**config.mk**
```make
export PLATFORM = sky130hd
export DESIGN_NAME = uart_rx_fifo
export DESIGN_NICKNAME = d
export VERILOG_FILES = /design/src/rtl/uart_pkg.sv /design/src/rtl/sync_fifo.sv /design/src/rtl/uart_rx_fifo.sv
export SDC_FILE = /design/constraint.sdc
export NUM_CORES = 1
export LEC_CHECK = 0
export CAP_MARGIN = 20
export CORE_UTILIZATION = 35
export DETAILED_ROUTE_END_ITERATION = 6
export GPL_ROUTABILITY_DRIVEN = 0
export PLACE_DENSITY = 0.63
export SYNTH_ARGS = -nofsm -noshare
export SYNTH_HDL_FRONTEND = slang
export SYNTH_SLANG_ARGS = --single-unit
```
**constraint.sdc**
```tcl
create_clock -name clk -period 5 [get_ports clk]
set_clock_uncertainty 0.05 [all_clocks]
set_input_delay 1 -clock clk [delete_from_list [all_inputs] [get_ports clk]]
set_output_delay 1 -clock clk [all_outputs]
set_load 0.03 [all_outputs]
```
**src/rtl/uart_pkg.sv**
```systemverilog
// Shared definitions for the UART receive and transmit paths.
// This file holds the deframer state encoding and the oversampling constants.
package uart_pkg;

  // Deframer states. BREAK absorbs a line that is held low past the stop bit.
  typedef enum logic [2:0] {
    IDLE  = 3'd0,
    START = 3'd1,
    DATA  = 3'd2,
    STOP  = 3'd3,
    BREAK = 3'd4
  } rx_state_t;

  localparam int OVS  = 16;  // oversample ticks per bit
  localparam int MID  = 7;   // start-bit confirmation sample (half a bit in)
  localparam int LAST = 15;  // mid-bit sample for data and stop bits

endpackage

```
**src/rtl/sync_fifo.sv**
```systemverilog
// Show-ahead synchronous FIFO. The head word is visible on rdata whenever the
// FIFO is non-empty, and rdata reads as 0 when it is empty.
// A push into a full FIFO succeeds only if a pop takes place in the same cycle.
// A pop from an empty FIFO is ignored.
module sync_fifo #(
  parameter int WIDTH = 8,
  parameter int DEPTH = 4
) (
  input  logic                     clk,
  input  logic                     reset,
  input  logic                     push,
  input  logic [WIDTH-1:0]         wdata,
  input  logic                     pop,
  output logic [WIDTH-1:0]         rdata,
  output logic                     full,
  output logic                     empty,
  output logic [$clog2(DEPTH):0]   count
);

  localparam int AW = $clog2(DEPTH);

  logic [WIDTH-1:0] mem [DEPTH];
  logic [AW-1:0]    wr_ptr_reg;
  logic [AW-1:0]    rd_ptr_reg;
  logic [AW:0]      count_reg;
  logic             do_push;
  logic             do_pop;

  assign empty   = (count_reg == '0);
  assign full    = (count_reg == (AW+1)'(DEPTH));
  assign do_pop  = pop && !empty;
  assign do_push = push && (!full || do_pop);
  assign count   = count_reg;
  assign rdata   = empty ? '0 : mem[rd_ptr_reg];

  // Storage array; contents need no reset because the empty state masks them.
  always_ff @(posedge clk) begin
    if (do_push) mem[wr_ptr_reg] <= wdata;
  end

  // Pointers wrap naturally at the power-of-two depth, and the occupancy follows push and pop.
  always_ff @(posedge clk or posedge reset) begin
    if (reset) begin
      wr_ptr_reg <= '0;
      rd_ptr_reg <= '0;
      count_reg  <= '0;
    end else begin
      if (do_push) wr_ptr_reg <= wr_ptr_reg + 1'b1;
      if (do_pop)  rd_ptr_reg <= rd_ptr_reg + 1'b1;
      case ({do_push, do_pop})
        2'b10:   count_reg <= count_reg + 1'b1;
        2'b01:   count_reg <= count_reg - 1'b1;
        default: count_reg <= count_reg;
      endcase
    end
  end

endmodule

```
**src/rtl/uart_rx_fifo.sv**
```systemverilog
// UART 8N1 receiver. The serial line is oversampled 16x, each character is
// deframed, and the good bytes are buffered in a show-ahead FIFO.
// A framing error or an overrun sets a sticky flag, and irq follows FIFO non-empty.
module uart_rx_fifo
  import uart_pkg::*;
#(
  parameter int CLK_HZ = 50_000_000,
  parameter int BAUD   = 9600,
  parameter int DEPTH  = 4
) (
  input  logic                     clk,
  input  logic                     reset,
  input  logic                     UART_RX,
  input  logic                     rd_en,
  input  logic                     clr_err,
  output logic [7:0]               rx_data,
  output logic                     rx_valid,
  output logic [$clog2(DEPTH):0]   count,
  output logic                     ferr,
  output logic                     ovr,
  output logic                     irq
);

  localparam int OVS_DIV = CLK_HZ / (BAUD * OVS);
  localparam int CNT_W   = (OVS_DIV > 1) ? $clog2(OVS_DIV) : 1;

  logic             rx_meta_reg;
  logic             rx_s;
  logic [CNT_W-1:0] tick_cnt_reg;
  logic             tick;
  rx_state_t        state_reg, state_next;
  logic [3:0]       s_reg, s_next;
  logic [2:0]       b_reg, b_next;
  logic [7:0]       shift_reg, shift_next;
  logic             push;
  logic             ferr_set;
  logic             restart;
  logic             fifo_full;
  logic             fifo_empty;
  logic             ferr_reg;
  logic             ovr_reg;

  // Two-flop synchronizer. It resets to the idle-high line level so that reset is not seen as a start bit.
  always_ff @(posedge clk or posedge reset) begin
    if (reset) begin
      rx_meta_reg <= 1'b1;
      rx_s        <= 1'b1;
    end else begin
      rx_meta_reg <= UART_RX;
      rx_s        <= rx_meta_reg;
    end
  end

  assign tick = (tick_cnt_reg == CNT_W'(OVS_DIV - 1));

  // Free-running oversample divider. It is realigned to the falling start edge so that the samples land mid-bit.
  always_ff @(posedge clk or posedge reset) begin
    if (reset)        tick_cnt_reg <= '0;
    else if (restart) tick_cnt_reg <= '0;
    else if (tick)    tick_cnt_reg <= '0;
    else              tick_cnt_reg <= tick_cnt_reg + 1'b1;
  end

  // Deframer state, sample counter, bit index and shift register.
  always_ff @(posedge clk or posedge reset) begin
    if (reset) begin
      state_reg <= IDLE;
      s_reg     <= '0;
      b_reg     <= '0;
      shift_reg <= '0;
    end else begin
      state_reg <= state_next;
      s_reg     <= s_next;
      b_reg     <= b_next;
      shift_reg <= shift_next;
    end
  end

  // Deframer next-state logic, with the push and framing-error strobes.
  always_comb begin
    state_next = state_reg;
    s_next     = s_reg;
    b_next     = b_reg;
    shift_next = shift_reg;
    push       = 1'b0;
    ferr_set   = 1'b0;
    restart    = 1'b0;
    case (state_reg)
      IDLE: begin
        if (!rx_s) begin
          state_next = START;
          s_next     = '0;
          restart    = 1'b1;
        end
      end
      START: begin
        if (tick) begin
          if (s_reg == 4'(MID)) begin
            s_next = '0;
            if (!rx_s) begin
              state_next = DATA;
              b_next     = '0;
            end else begin
              state_next = IDLE;
            end
          end else begin
            s_next = s_reg + 4'd1;
          end
        end
      end
      DATA: begin
        if (tick) begin
          if (s_reg == 4'(LAST)) begin
            s_next     = '0;
            shift_next = {rx_s, shift_reg[7:1]};
            if (b_reg == 3'd7) state_next = STOP;
            else               b_next = b_reg + 3'd1;
          end else begin
            s_next = s_reg + 4'd1;
          end
        end
      end
      STOP: begin
        if (tick) begin
          if (s_reg == 4'(LAST)) begin
            s_next = '0;
            if (rx_s) begin
              push       = 1'b1;
              state_next = IDLE;
            end else begin
              ferr_set   = 1'b1;
              state_next = BREAK;
            end
          end else begin
            s_next = s_reg + 4'd1;
          end
        end
      end
      BREAK: begin
        if (rx_s) state_next = IDLE;
      end
      default: state_next = IDLE;
    endcase
  end

  sync_fifo #(
    .WIDTH (8),
    .DEPTH (DEPTH)
  ) u_fifo (
    .clk   (clk),
    .reset (reset),
    .push  (push),
    .wdata (shift_reg),
    .pop   (rd_en),
    .rdata (rx_data),
    .full  (fifo_full),
    .empty (fifo_empty),
    .count (count)
  );

  // Sticky error flags. A clear in the same cycle as a set event takes priority.
  always_ff @(posedge clk or posedge reset) begin
    if (reset) begin
      ferr_reg <= 1'b0;
      ovr_reg  <= 1'b0;
    end else if (clr_err) begin
      ferr_reg <= 1'b0;
      ovr_reg  <= 1'b0;
    end else begin
      if (ferr_set)                        ferr_reg <= 1'b1;
      if (push && fifo_full && !rd_en)     ovr_reg  <= 1'b1;
    end
  end

  assign rx_valid = !fifo_empty;
  assign irq      = !fifo_empty;
  assign ferr     = ferr_reg;
  assign ovr      = ovr_reg;

endmodule

```
==> flow_metrics.env <==
export IMPL_cp_end_kind="primary output"
export IMPL_drt_iter0_markers=127
export IMPL_setup_viol=0
export IMPL_ys_types=50
export IMPL_p_sw_uw=249
export IMPL_die_w_um=98.2
export IMPL_clkLatencyLatePin_ns=0.34
export IMPL_core_area_um2=8850
export IMPL_synth_seq_cells=70
export IMPL_ctsHoldBuffers=0
export IMPL_largest_reg_flops=32
export IMPL_drive_gt1_share_pct=16.4
export IMPL_synth_most_common_cell="dfrtp_1"
export IMPL_synth_area_leader_cell="edfxtp_1"
export IMPL_synth_commonest_cells="36 x dfrtp_1, 32 x edfxtp_1, 16 x nor2_1, 15 x inv_1, 14 x and2_1"
export IMPL_antenna_found_initial=0
export IMPL_die_area_um2=9650
export IMPL_wl_per_cell_um=14.3
export IMPL_grt_pass1_vias=1867
export IMPL_cts_sinks=70
export IMPL_fin_crit_ns=3.44
export IMPL_synth_top_area_share_pct=29.7
export IMPL_firstDrtPassIters=6
export IMPL_yosys_top_cells_area="edfxtp_1 30%, dfrtp_1 28%, mux4_2 5.6%, mux2_2 3.8%, ha_1 3.5%"
export IMPL_synth_compound_area_share_pct=5.64
export IMPL_pwr_share_clk_pct=41.3
export IMPL_required_ns=3.95
export IMPL_grt_setup_unrepaired="no"
export IMPL_ir_drop_uv=150
export IMPL_synthFlopType="dfrtp_1"
export IMPL_dieHeight_um=98.2
export IMPL_sequentialPowerShare_pct=57.5
export IMPL_synthXorXnorAreaFrac_pct=3.78
export IMPL_io_pins=20
export IMPL_power_mw=1.04
export IMPL_worstPathMaxFanout=10
export IMPL_grt_usage_pct=12.7
export IMPL_final_area_um2=3690
export IMPL_grt_max_degree=39
export IMPL_synthCells=244
export IMPL_critPathLaunchType="flip-flop"
export IMPL_route_detailed_drc=3
export IMPL_muxShareOfSynthArea_pct=10.3
export IMPL_grt_pass1_wl_um=9360
export IMPL_pwr_share_comb_pct=1.2
export IMPL_hold_viol_final=0
export IMPL_yosysSeqAreaShare_pct=59.1
export IMPL_crit_arrival_ns=2.39
export IMPL_worst_pin_slew_ns=0.856
export IMPL_synthesis_nets=259
export IMPL_antenna_diode_count=0
export IMPL_initial_utilization_pct=36.6
export IMPL_cts_resized=0
export IMPL_synth_simple_gate_area_share_pct=13.4
export IMPL_synth_edf_count=32
export IMPL_final_nets=278
export IMPL_synth_area_um2=3240
export IMPL_yosys_warnings=0
export IMPL_violations="design-rule violations"
export IMPL_async_flop_share_pct=54.3
export IMPL_io_buffers=19
export IMPL_place_detailed_hpwl_um=3580
export IMPL_ant_nets=0
export IMPL_final_setup_worst_slack_ns=1.56
export IMPL_internal_power_uw=793
export IMPL_post_cts_buffers=0
export IMPL_status="finished, violations left"
export IMPL_cts_tree="built"
export IMPL_fillers=803
export IMPL_setup_tns_ns=0
export IMPL_min_path_type="reg -> reg"
export IMPL_area_growth_synth_to_final_pct=14.0
export IMPL_syn_area_per_cell_um2=13.3
export IMPL_wl_um=5370
export IMPL_period_share_pct=68.9
export IMPL_cts_root_buf="clkbuf_8"
export IMPL_leakagePower_nw=1.52
export IMPL_place_ws_ns=1.89
export IMPL_overflow=0
export IMPL_htreeDepth=3
export IMPL_cap_violations=0
export IMPL_sw_frac_of_total_pct=23.9
export IMPL_synth_adder_area_share_pct=4.09
export IMPL_synth_top_family_by_area="simple AND/OR/NAND/NOR gates"
export IMPL_fmax_ghz=0.290
export IMPL_row_count=34
export IMPL_cts_buffer_depth=2
export IMPL_cts_made_buffers=9
export IMPL_powerDensity_nw_per_um2=282
export IMPL_vias=1857
export IMPL_dpl_instance_area_um2=3510
export IMPL_avgViaCountPerCell=4.94
export IMPL_report_final_slew_viol_count=0
export IMPL_cts_reportedPaths_clkPinSlew_ns=0.09
export IMPL_crit_type="reg -> out"
export IMPL_slew_headroom_pct=42.3
[power groups by stage]
stage	clock network, mW	logic [mW]	registers [mW]
after CTS	0.450	0.0131	0.600
after global routing	0.476	0.0145	0.600
after floorplan	0	0.00665	0.611
after global placement	0	0.0130	0.612
after detailed placement	0	0.0131	0.612
final	0.430	0.0123	0.600
[placed cells by master, fill, tap and decap left out, types with 2 or more instances in the layout]
cell type / instances
o2111ai_1: 2
o31ai_1: 2
mux2i_1: 2
xnor2_1: 5
o21ai_0: 3
dfstp_2: 2
inv_1: 15
nand4_1: 3
clkinvlp_4: 2
clkbuf_8: 9
nand2b_1: 3
xor2_1: 9
o21a_1: 2
edfxtp_1: 32
mux4_2: 8
a21oi_1: 6
or3_1: 2
and3_1: 2
ha_1: 9
o21ai_1: 2
nand3_1: 8
nand2_1: 13
clkdlybuf4s50_1: 19
and2_1: 14
or4_1: 2
nor2_1: 16
dfrtp_1: 36
inv_6: 4
mux2_2: 11
and4b_1: 2
[path summary, 6_finish.rpt]
| path | from | end | slack, ns | cells after the start |
|---|---|---|---|---|
| worst max register to register | s_reg[0] | u_fifo.count[2] | 2.53 | 7 |
| min in group asynchronous | reset | shift_reg[3] | 1.03 | 3 |
| worst min-delay path | rx_meta_reg | rx_s | 0.32 | 0 |
| max in group asynchronous | reset | rx_s | 3.50 | 3 |
| worst min register to register | rx_meta_reg | rx_s | 0.32 | 0 |
| worst max-delay path | u_fifo.rd_ptr_reg[0] | rx_data[3] | 1.56 | 3 |
[area by class of cell]
| cell class | count | area [um2] | area share, % |
|---|---|---|---|
| flip-flops and latches | 70 | 1910 | 51.8 |
| clock buffers | 9 | 124 | 3.35 |
| multi-input cells | 147 | 1210 | 32.6 |
| well taps | 108 | 135 | 3.66 |
| clock inverters | 7 | 61.3 | 1.66 |
| repair buffers | 20 | 198 | 5.35 |
| inverters | 15 | 56.3 | 1.52 |
[logic make-up (layout without fill, tap and decap cells)]
logic type	count (synthesis)	count (layout)
AO/OA/AOI/OAI	26	26
XOR/XNOR	14	14
adder cells (fa/ha/maj)	10	10
buffers and inverters	27	51
flip-flops	70	70
multiplexers	22	22
AND/OR/NAND/NOR	75	75
[worst max-delay path: stages, from the launching register on]
cell and delay (ns):
dfrtp_1 0.73, mux4_2 0.56, and2_1 0.17, clkdlybuf4s50_1 0.59
[stage by stage]
stage                     utilization (%)  instances  hold WS [ns]
after global placement               39.7        360         0.298
after global routing                 41.8        376         0.336
after floorplan                         -        244         0.295
after CTS                            41.8        376         0.320
after detailed placement             39.7        360         0.301
final                                41.8        376         0.319
[per-layer routing]
metal / track usage [%] / up-vias / routed length (um)
met3: 3.94 / 6 / 187
met4: 4.82 / 0 / 63
met2: 19.5 / 27 / 2460
met1: 16.8 / 906 / 2660
li1: - / 918 / -
met5: 0 / - / 0
Power figures use the tool's default switching activity.
